### src/rtl/per_elastic_slice.sv
`timescale 1ns/1ps
// Elastic request/response slice: requests buffered in a FIFO (>=1 cycle), responses registered (+1 cycle).
// Upstream grant is purely registered: withheld when the FIFO is full or the outstanding limit is reached.

module per_elastic_fifo #(
  parameter int WIDTH = 8,
  parameter int DEPTH = 2
) (
  input  logic             clk_i,
  input  logic             rst_ni,
  input  logic             push_vld,
  input  logic [WIDTH-1:0] push_dat,
  input  logic             pop_rdy,
  output logic [WIDTH-1:0] head_dat,
  output logic             full,
  output logic             empty,
  output logic             ovf
);
  localparam int PTR_W = (DEPTH > 1) ? $clog2(DEPTH) : 1;
  localparam int LVL_W = $clog2(DEPTH + 1);

  logic [WIDTH-1:0] mem [DEPTH];
  logic [PTR_W-1:0] wr_ptr, rd_ptr;
  logic [LVL_W-1:0] level;
  logic             push, pop;

  assign full     = (level == LVL_W'(DEPTH));
  assign empty    = (level == '0);
  assign push     = push_vld && !full;
  assign pop      = pop_rdy && !empty;
  assign ovf      = push_vld && full;
  assign head_dat = mem[rd_ptr];

  // Storage is reset so the head (and thus the downstream payload) reads 0 out of reset.
  always_ff @(posedge clk_i or negedge rst_ni) begin
    if (!rst_ni) begin
      for (int i = 0; i < DEPTH; i++) mem[i] <= '0;
      wr_ptr <= '0;
      rd_ptr <= '0;
      level  <= '0;
    end else begin
      if (push) begin
        mem[wr_ptr] <= push_dat;
        wr_ptr      <= (wr_ptr == PTR_W'(DEPTH - 1)) ? '0 : wr_ptr + 1'b1;
      end
      if (pop) rd_ptr <= (rd_ptr == PTR_W'(DEPTH - 1)) ? '0 : rd_ptr + 1'b1;
      case ({push, pop})
        2'b10:   level <= level + 1'b1;
        2'b01:   level <= level - 1'b1;
        default: level <= level;
      endcase
    end
  end
endmodule

module per_elastic_slice #(
  parameter int PER_ADDR_WIDTH  = 32,
  parameter int PER_DATA_WIDTH  = 32,
  parameter int PER_BE_WIDTH    = PER_DATA_WIDTH / 8,
  parameter int FIFO_DEPTH      = 2,
  parameter int MAX_OUTSTANDING = 4
) (
  input  logic                      clk_i,
  input  logic                      rst_ni,
  input  logic                      slv_req_i,
  input  logic [PER_ADDR_WIDTH-1:0] slv_add_i,
  input  logic                      slv_wen_i,
  input  logic [PER_DATA_WIDTH-1:0] slv_wdata_i,
  input  logic [PER_BE_WIDTH-1:0]   slv_be_i,
  output logic                      slv_gnt_o,
  output logic                      slv_r_valid_o,
  output logic                      slv_r_opc_o,
  output logic [PER_DATA_WIDTH-1:0] slv_r_rdata_o,
  output logic                      mst_req_o,
  output logic [PER_ADDR_WIDTH-1:0] mst_add_o,
  output logic                      mst_wen_o,
  output logic [PER_DATA_WIDTH-1:0] mst_wdata_o,
  output logic [PER_BE_WIDTH-1:0]   mst_be_o,
  input  logic                      mst_gnt_i,
  input  logic                      mst_r_valid_i,
  input  logic                      mst_r_opc_i,
  input  logic [PER_DATA_WIDTH-1:0] mst_r_rdata_i,
  output logic                      busy_o,
  output logic                      err_o
);
  localparam int CNT_W = $clog2(MAX_OUTSTANDING + 1);

  typedef struct packed {
    logic [PER_ADDR_WIDTH-1:0] add;
    logic                      wen;
    logic [PER_DATA_WIDTH-1:0] wdata;
    logic [PER_BE_WIDTH-1:0]   be;
  } req_t;

  req_t             push_dat, head_dat;
  logic             fifo_full, fifo_empty, fifo_ovf;
  logic             slv_hs, unexp_rsp, ready_q;
  logic [CNT_W-1:0] out_cnt;

  assign push_dat = '{add: slv_add_i, wen: slv_wen_i, wdata: slv_wdata_i, be: slv_be_i};

  // ready_q keeps the grant low while reset is asserted and for the first cycle after it.
  assign slv_gnt_o = ready_q && !fifo_full && (out_cnt < CNT_W'(MAX_OUTSTANDING));
  assign slv_hs    = slv_req_i && slv_gnt_o;

  per_elastic_fifo #(
    .WIDTH ($bits(req_t)),
    .DEPTH (FIFO_DEPTH)
  ) u_req_fifo (
    .clk_i    (clk_i),
    .rst_ni   (rst_ni),
    .push_vld (slv_hs),
    .push_dat (push_dat),
    .pop_rdy  (mst_gnt_i),
    .head_dat (head_dat),
    .full     (fifo_full),
    .empty    (fifo_empty),
    .ovf      (fifo_ovf)
  );

  assign mst_req_o   = !fifo_empty;
  assign mst_add_o   = head_dat.add;
  assign mst_wen_o   = head_dat.wen;
  assign mst_wdata_o = head_dat.wdata;
  assign mst_be_o    = head_dat.be;

  // A response is unexpected if no granted request remains unanswered after this cycle's retirement.
  assign unexp_rsp = mst_r_valid_i && (out_cnt == CNT_W'(slv_r_valid_o));
  assign busy_o    = (out_cnt != '0) || slv_r_valid_o;

  always_ff @(posedge clk_i or negedge rst_ni) begin
    if (!rst_ni) begin
      ready_q       <= 1'b0;
      slv_r_valid_o <= 1'b0;
      slv_r_opc_o   <= 1'b0;
      slv_r_rdata_o <= '0;
      out_cnt       <= '0;
      err_o         <= 1'b0;
    end else begin
      ready_q       <= 1'b1;
      slv_r_valid_o <= mst_r_valid_i;
      if (mst_r_valid_i) begin
        slv_r_opc_o   <= mst_r_opc_i;
        slv_r_rdata_o <= mst_r_rdata_i;
      end
      case ({slv_hs, slv_r_valid_o})
        2'b10:   if (out_cnt != CNT_W'(MAX_OUTSTANDING)) out_cnt <= out_cnt + 1'b1;
        2'b01:   if (out_cnt != '0) out_cnt <= out_cnt - 1'b1;
        default: out_cnt <= out_cnt;
      endcase
      if (unexp_rsp || fifo_ovf) err_o <= 1'b1;
    end
  end

  a_no_ovf: assert property (@(posedge clk_i) disable iff (!rst_ni) !fifo_ovf);
  a_unexp_flags: assert property (@(posedge clk_i) disable iff (!rst_ni) unexp_rsp |=> err_o);
endmodule

### config.mk
export PLATFORM = sky130hd
export DESIGN_NAME = per_elastic_slice
export DESIGN_NICKNAME = d
export VERILOG_FILES = /design/src/rtl/per_elastic_slice.sv
export SDC_FILE = /design/constraint.sdc
export NUM_CORES = 1
export LEC_CHECK = 0
export ABC_CLOCK_PERIOD_IN_PS = 2750
export BUFFER_PORTS_ARGS = -buffer_cell sky130_fd_sc_hd__buf_2
export CORE_MARGIN = 5
export CORE_UTILIZATION = 52
export DETAILED_ROUTE_END_ITERATION = 8
export GPL_TIMING_DRIVEN = 0
export PLACE_DENSITY = 0.79
export SYNTH_ARGS = -nofsm -noshare
export SYNTH_HDL_FRONTEND = slang
export SYNTH_SLANG_ARGS = --single-unit
### constraint.sdc
create_clock -name clk_i -period 2.75 [get_ports clk_i]
set_input_delay 0.4125 -clock clk_i [delete_from_list [all_inputs] [get_ports clk_i]]
set_output_delay 0.4125 -clock clk_i [all_outputs]
set_load 0.02 [all_outputs]
* Word-level counts from Yosys, hierarchy flattened
Cells that the tools add are included.
** Word-level totals
- Output and inout port bits :: 107
- Word-level logic and storage cells :: 61
- Flip-flop bits (word level) :: 181
- Input bits :: 107
** Cells by class
- Magnitude comparators :: 4
- Muxes and demuxes :: 12
- Add/subtract/negate cells :: 6
- Equal/unequal tests :: 9
- Reductions and logical operators :: 17
- Bitwise operators :: 2
** Operators by type and width (count)
- two-way mux 69 bit :: 4
- bitwise mux 138 bit :: 1
- demux 69 bit (select 1 bit) :: 1
- logical AND 1 bit :: 8
- equality test 2 bit (second input constant) :: 3
- two-way mux 3 bit :: 2
- one-hot mux 3 bit (2 select lines) :: 1
- equality test 2 x 1 -> 1 bit (second input constant) :: 2
- greater-or-equal comparator 2 bit (second input constant) :: 2
- inequality test 2 bit (second input constant) :: 2
- NOT 1 -> 2 bit :: 2
- one-hot mux 2 bit (2 select lines) :: 1
- nonzero test 2 bit :: 2
- adder 3 x 1 -> 3 bit (second input constant) :: 1
- equality test 3 x 1 -> 1 bit :: 1
- < comparator 3 bit (second input constant) :: 1
- inequality test 3 bit (second input constant) :: 1
- AND reduction 3 bit :: 1
- nonzero test 3 bit :: 1
- subtractor 3 x 1 -> 3 bit (second input constant) :: 1
- adder 1 bit (second input constant) :: 2
- adder 2 x 1 -> 2 bit (second input constant) :: 1
- zero test 1 bit :: 2
- zero test 2 bit :: 1
- 4 further kinds :: 6

* Logic depth before layout (Yosys ltp)
Gate-level depths: netlist (run 1).
- Depth in word-level cells :: 8
- Mapped depth :: 11
- Gate-level depth less buffers :: 10

* By module
A second synthesis (run 1) with hierarchy kept.
** Unflattened totals
- Cells, all modules :: 490
- Area total of the unflattened synthesis :: 7689.9 µm²
** Modules (own cells, without submodules)
- per_elastic_fifo :: seq. area each 3553.4 µm², area each 6123.4 µm², times used 1, cells each 387
- per_elastic_slice :: seq. area each 975.9 µm², area each 1566.5 µm², times used 1, cells each 103

* Worst setup path after synthesis (run 1)
Ideal clock, no wire load.
- Kind :: register -> register
- From :: reg u_req_fifo.level[0]
- To :: reg out_cnt[2]
- Path slack :: 0.780 ns
- Data arrival time :: 1.846 ns
- Buffers on the path :: 1
- Library setup time :: 0.124 ns
- Required time :: 2.626 ns
- Cell stages (with the launch flop) :: 12
- Period minus slack after synthesis :: 1.970 ns
- Cell sequence :: dfrtp_1 > nand2b_1 > and4b_1 > buf_6 > inv_6 > ha_1 > xor2_1 > ha_1 > a21oi_1 > xnor2_1 > nand2_1 > xnor2_1
** On the way
- Cells in the longest elaborated chain, start to end :: 8
- Elaborated cells between the ends (all ways) :: 12
- Those cells by class :: eq/ne (5); mux (1); reduce/logical (6)
** RTL lines
- start: declaration :: line 24 : logic [LVL_W-1:0] level;
- start signal: assignment :: line 48 : 2'b10: level <= level + 1'b1;
- start signal: assignment :: line 49 : 2'b01: level <= level - 1'b1;
- start signal: assignment :: line 50 : default: level <= level;
- equality test 2 bit (*) :: line 27 : assign full = (level == LVL_W'(DEPTH));
- zero test 1 bit (*) :: line 103 : assign slv_gnt_o = ready_q && !fifo_full && (out_cnt < CNT_W'(MAX_OUTSTANDING));
- logical AND 1 bit (*) (2 in a row) :: line 103
- logical AND 1 bit (*) :: line 104 : assign slv_hs = slv_req_i && slv_gnt_o;
- equality test 2 x 1 -> 1 bit or equality test 2 bit (tied branches) :: line 146 : case ({slv_hs, slv_r_valid_o})
- inequality test 2 bit (no source line) or nonzero test 2 bit (tied branches)
- AND reduction 3 bit (no source line)
- end signal: assignment :: line 147 : 2'b10: if (out_cnt != CNT_W'(MAX_OUTSTANDING)) out_cnt <= out_cnt + 1'b1;
- end signal: assignment :: line 148 : 2'b01: if (out_cnt != '0) out_cnt <= out_cnt - 1'b1;
- end signal: assignment :: line 149 : default: out_cnt <= out_cnt;
- end: declaration :: line 98 : logic [CNT_W-1:0] out_cnt;
Mark *: on every way between the ends. The rest lies on a longest branch, timed or not.
A chain may end at the register's enable or synchronous reset.

* Worst setup path in the final report (run 1)
- From :: reg u_req_fifo.rd_ptr
- To :: out mst_wdata_o[7]
** On the way
- Cells in the longest elaborated chain, start to end :: 4
** RTL lines
- start: declaration :: line 23 : logic [PTR_W-1:0] wr_ptr, rd_ptr;
- start signal: assignment :: line 46 : if (pop) rd_ptr <= (rd_ptr == PTR_W'(DEPTH - 1)) ? '0 : rd_ptr + 1'b1;
- NOT 1 -> 2 bit (implied by the code) :: line 32 : assign head_dat = mem[rd_ptr];
- two-way mux 69 bit (implied by the code) (3 in a row) :: line 32
- end: declaration :: line 77 : output logic [PER_DATA_WIDTH-1:0] mst_wdata_o,
Every way passes these cells. The select of a mux whose other input is x is not followed.

==> flow_summary.ini, run 1 <==
[grt]
grt_pass1_wl_um = 29300
antenna_found_initial = 1
grt.total_usage = 0.211
grt_max_degree = 98
grt_pass1_vias = 5503
grtUsageMet1 = 0.258
met2_usage = 0.346
use_met3 = 0.0878
grt-ovfl-total = 0
top_usage_layer = met2

[die]
core_area_um2 = 14600
die_w_um = 132
die_area_um2 = 17500
rows = 44
io_pins = 214
start_util = 0.534
die_h_um = 132

[drt]
wl_per_cell_um = 19.4
via_count = 4883
ant_nets = 0
remaining_drc_errors = 0
via_per_inst = 5.31
drt_wl_total_um = 17800
drt_first_pass_iters = 4
drtIter0Drc = 211

[critical_path]
max_stage_delay_ns = 0.61
crit_arrival_ns = 2.22
cp_data_required_time_ns = 2.34
crit_path_start_kind = register
cp_slowest_cell = clkbuf_1
end_kind = output port
crit_chain = clkbuf_1, clkbuf_1, mux2_2, buf_2
critical_path_class = reg -> out
cp_common_cell = clkbuf_1
worstPathMaxFanout = 10

[finish]
final_cells = 920
drive_gt1_frac = 0.693
nNetsFinal = 834
finalInstanceArea_um2 = 9710
layout.cells.most_common_list = mux2_2, buf_2, dfrtp_1, mux2_4, clkbuf_16
final_util = 0.666
final_common_cell = mux2_2
area_growth_pct = 24.7

[sta]
max_freq_mhz = 379
layout_min_cycle_time_ns = 2.64
setup_viol = 0
slew_viol_final = 0
hold_viol = 0
fin_skew_ns = 0.00826
setup_tns_ns = 0
min_period_over_period = 0.958
relSlewSlack = 0.510
rsz0062_at_grt = false
tightest_slew_ns = 0.735

[power_and_ir_drop]
vdd_ir_drop_max_uv = 531
cellLeakagePower_uw = 0.00465
power_uw = 11800
powerDensity_nw_per_um2 = 1210

[place]
io_buffers = 213
routabilityCongestion = 0.772
place_hpwl_um = 13000
post_dp_cell_area_um2 = 9120
placedCellCount = 886

[yosys]
yosysWarningCount = 0
avgSynthCellArea_um2 = 16.0
synthesis.area_um2 = 7780
synth_nets = 600
synth-seq-cells = 181
synth_sequential_area_ratio = 0.582
synth_cells = 488
synth_cell_types = 28

[hold_path]
hold_class = in -> reg

[clock_network]
post_cts_buffers = 0
cts_buffer_depth = 2
clk_pin_slew_ns = 0.07
h-tree-depth = 4
cts-root-buf = clkbuf_16
cts.sinks = 181
cts_tree = yes
cts_buffers = 17
insertion_delay_ns = 0.43

[job]
drv_cap = 0

[outcome]
status = completed
report_power, final:
part	internal [uW]	total [uW]	switching, uW
sequential	3790	4390	602
clock	1310	2340	1030
combinational	2500	5060	2560
through the flow:
step                hold WS, ns  worst slack (ns)
finish                    0.111             0.114
global route             0.0893           0.00282
CTS                      0.0904            0.0551
detailed placement        0.447             0.521
global placement          0.448             -1.31
floorplan                 0.117             0.780
flip-flops by register name (all words and copies together), names as in the netlist:
name / cells
slv_r_rdata_o: 32
ready_q: 1
err_o: 1
u_req_fifo.level: 2
u_req_fifo.rd_ptr: 1
u_req_fifo.wr_ptr: 1
u_req_fifo.mem: 138
out_cnt: 3
slv_r_valid_o: 1
slv_r_opc_o: 1
layout make-up:
| type | instances | area (um2) |
|---|---|---|
| clock inverter | 13 | 123 |
| timing repair buffer | 215 | 1110 |
| antenna | 1 | 2.50 |
| buffer | 27 | 170 |
| tap | 184 | 230 |
| multi-input combinational | 276 | 3070 |
| fill | 1039 | 4880 |
| inverter | 4 | 20.0 |
| clock buffer | 19 | 453 |
| sequential | 181 | 4530 |
final timing paths:
path / startpoint / end / slack (ns) / cells past startpoint
setup / recovery: u_req_fifo.rd_ptr / mst_wdata_o[7] / 0.11 / 4
hold / removal: mst_r_valid_i / slv_r_valid_o / 0.11 / 1
setup reg to reg: u_req_fifo.level[0] / out_cnt[2] / 0.59 / 11
hold reg to reg: err_o / err_o / 0.47 / 1
max in group asynchronous: rst_ni / u_req_fifo.mem[33] / 1.31 / 3
min in group asynchronous: rst_ni / u_req_fifo.mem[90] / 0.55 / 2
Yosys cell counts:
cell type    n  area share
o21ai_0      1     0.00064
ha_1         5      0.0080
inv_6        1      0.0011
and3b_1      1      0.0011
a21oi_1      2      0.0013
nand2_4      1      0.0014
mux2_4      20       0.039
mux2_2     221        0.32
buf_2        5      0.0032
a21o_1       1     0.00096
nor2_1       4      0.0019
inv_1        3      0.0014
conb_1       1     0.00048
a211oi_1     1     0.00096
nor2_8       1      0.0026
and4b_1      1      0.0013
buf_6        4      0.0058
a31o_2       1      0.0011
clkbuf_1    12      0.0058
xor2_1       3      0.0034
buf_4        5      0.0048
or2_2        1     0.00080
xnor2_1      6      0.0068
dfrtp_1    181        0.58
and2_1       1     0.00080
buf_8        1      0.0019
nand2_1      3      0.0014
nand2b_1     1     0.00080
worst max-delay path, delay by kind of cell, from the launching register on:
family / cells / cell delay [ns]
muxes: 1 / 0.42
DFF: 1 / 0.32
buffers and inverters: 3 / 1.06
layer usage:
| layer | wire length, um | vias to the layer above |
|---|---|---|
| met5 | 0 | - |
| met4 | 214 | 0 |
| met3 | 1610 | 19 |
| met2 | 8830 | 184 |
| met1 | 7180 | 2478 |
| li1 | - | 2202 |
timing repair:
action                                  4_1_cts  5_1_grt
endpoints found under the setup margin        0       12
resized for setup                             0        4
hold buffers                                  1        0
endpoints found under the hold margin         6        0
cell families after synthesis:
kind of cell | count (synthesis) | synth area share
muxes | 241 | 0.358
DFF | 181 | 0.582
buffers and inverters | 31 | 0.0241
and+or+nand+nor | 14 | 0.0122
xor gates and xnor gates | 9 | 0.0101
AOI/OAI and AO/OA | 6 | 0.00498
adders and majority gates | 5 | 0.00804
other | 1 | 0.000482
Power figures use the tool's default switching activity.
==> run 2: changes to the inputs <==
--- a/config.mk
+++ b/config.mk
@@ -7,7 +7,7 @@
 export LEC_CHECK = 0
 export ABC_CLOCK_PERIOD_IN_PS = 2750
 export BUFFER_PORTS_ARGS = -buffer_cell sky130_fd_sc_hd__buf_2
-export CORE_MARGIN = 5
+export CORE_MARGIN = 2
 export CORE_UTILIZATION = 52
 export DETAILED_ROUTE_END_ITERATION = 8
 export GPL_TIMING_DRIVEN = 0
==> constraint.sdc (replaced) <==
create_clock -name clk_i -period 2.75 [get_ports clk_i]
set_input_delay 0.4125 -clock clk_i [delete_from_list [all_inputs] [get_ports clk_i]]
set_output_delay 0.4125 -clock clk_i [all_outputs]
set_load 0.01 [all_outputs]
==> flow_summary.ini, run 2 (synthesized netlist as in run 1, its figures left out) <==
[outcome]
status = completed

[place]
io_buffers = 213
place_hpwl_um = 12000
pre_cts_slack_ns = 0.552
routabilityCongestion = 0.788
placedCellCount = 886

[clock_network]
insertion_delay_ns = 0.43
cts_tree = yes
h-tree-depth = 4
cts_buffer_depth = 2
clk_pin_slew_ns = 0.06
cts_buffers = 17
cts-root-buf = clkbuf_16
cts.sinks = 181

[critical_path]
end_kind = output port
cp_slowest_cell = clkbuf_1
rr_endpoint = out_cnt[2]
worstPathMaxFanout = 10
reg2reg_depth = 11
max_stage_delay_ns = 0.59
r2r_start = u_req_fifo.level[0]
crit_arrival_ns = 2.16
crit_path_start_kind = register
cp_data_required_time_ns = 2.34
cp_common_cell = clkbuf_1
regToRegSetupSlack_ns = 0.58
crit_chain = clkbuf_1, clkbuf_1, mux2_2, buf_2
critical_path_class = reg -> out

[grt]
met2_usage = 0.360
grt.total_usage = 0.220
grt_pass1_vias = 5366
use_met3 = 0.0666
antenna_found_initial = 0
grt_pass1_wl_um = 27300
grtUsageMet1 = 0.276
top_usage_layer = met2
grt-ovfl-total = 0
grt_max_degree = 99

[finish]
top_register = u_req_fifo.mem
drive_gt1_frac = 0.688
largest_reg_flops = 138
area_growth_pct = 25.0
final_cells = 920
nNetsFinal = 834
reg_top3 = u_req_fifo.mem (138), slv_r_rdata_o (32), out_cnt (3)
final_common_cell = mux2_2
layout.cells.most_common_list = mux2_2, buf_2, dfrtp_1, mux2_4, clkbuf_16
fill_cells = 1046

[die]
die_h_um = 126
core_area_um2 = 14600
die_w_um = 126
io_pins = 214
rows = 44
start_util = 0.534
die_area_um2 = 16000

[drt]
drtIter0Drc = 178
drt_wl_total_um = 16900
wl_per_cell_um = 18.4
via_count = 4826
remaining_drc_errors = 0
drt_first_pass_iters = 4
via_per_inst = 5.25
ant_nets = 0

[hold_path]
hp-start = mst_r_valid_i
min_to = slv_r_valid_o
hold_depth = 1
hold_class = in -> reg

[sta]
layout_min_cycle_time_ns = 2.58
relSlewSlack = 0.526
slew_viol_final = 0
max_freq_mhz = 388
fin_skew_ns = 0.00631
setup_viol = 0
tightest_slew_ns = 0.711
min_period_over_period = 0.937
layout_setup_ws_ns = 0.174
rsz0062_at_grt = false
hold_viol = 0

[job]
drv_cap = 0

[power_and_ir_drop]
vdd_ir_drop_max_uv = 513
powerDensity_nw_per_um2 = 1160
cellLeakagePower_uw = 0.00466
==> run 2: through the flow <==
stage	setup TNS [ns]	util	total power, uW	hold WS [ns]	instance area (um2)
6_report	0	0.667	11300	0.101	9730
5_1_grt	0	0.667	11900	0.0830	9730
4_1_cts	0	0.667	11400	0.0868	9730
3_5_place_dp	0	0.625	8860	0.439	9120
3_3_place_gp	-242.57	0.622	8610	0.448	9080
2_1_floorplan	0	-	7280	0.117	7780
==> run 2: where the power goes <==
group	total (uW)	internal [uW]	switching (uW)
clock network	2480	1450	1030
registers	4390	3790	601
logic	4410	2490	1920
total	11300	7740	3550
==> run 2: critical path, delay by kind of cell (launching register included) <==
kind                   cells  cell delay [ns]
flip-flops                 1             0.32
buffers and inverters      3             1.00
multiplexers               1             0.41
==> run 2: worst max-delay path by stage <==
stage / end / startpoint / cells past startpoint / slack [ns]
after floorplan: out_cnt[2] / u_req_fifo.level[0] / 11 / 0.78
after global placement: slv_r_rdata_o[16] / rst_ni / 1 / -1.35
after detailed placement: mst_wdata_o[30] / u_req_fifo.rd_ptr / 4 / 0.55
after CTS: mst_wdata_o[30] / u_req_fifo.rd_ptr / 4 / 0.09
after global routing: mst_be_o[0] / u_req_fifo.rd_ptr / 4 / 0.04
final: mst_wdata_o[7] / u_req_fifo.rd_ptr / 4 / 0.17
==> run 2: routing by layer <==
layer | up-vias | wire length, um
met5 | - | 0
met4 | 0 | 320
met3 | 28 | 1220
met2 | 196 | 8230
met1 | 2403 | 7120
li1 | 2199 | -
==> run 2: what timing repair did <==
| action | CTS | global route |
|---|---|---|
| endpoints found under the setup margin | 0 | 2 |
| resized for setup | 0 | 2 |
| hold endpoints to repair | 28 | 0 |
| hold buffers | 1 | 0 |
| buffers inserted | 0 | 0 |
==> run 2: area by class of cell <==
| type | instances | area (um2) | share of cell area |
|---|---|---|---|
| tap | 184 | 230 | 0.0237 |
| buffer | 27 | 169 | 0.0174 |
| timing repair buffer | 215 | 1110 | 0.114 |
| multi-input combinational | 276 | 3070 | 0.315 |
| inverter | 4 | 20.0 | 0.00206 |
| clock buffer | 20 | 447 | 0.0459 |
| clock inverter | 12 | 153 | 0.0157 |
| sequential | 181 | 4530 | 0.465 |
| antenna | 1 | 2.50 | 0.000257 |
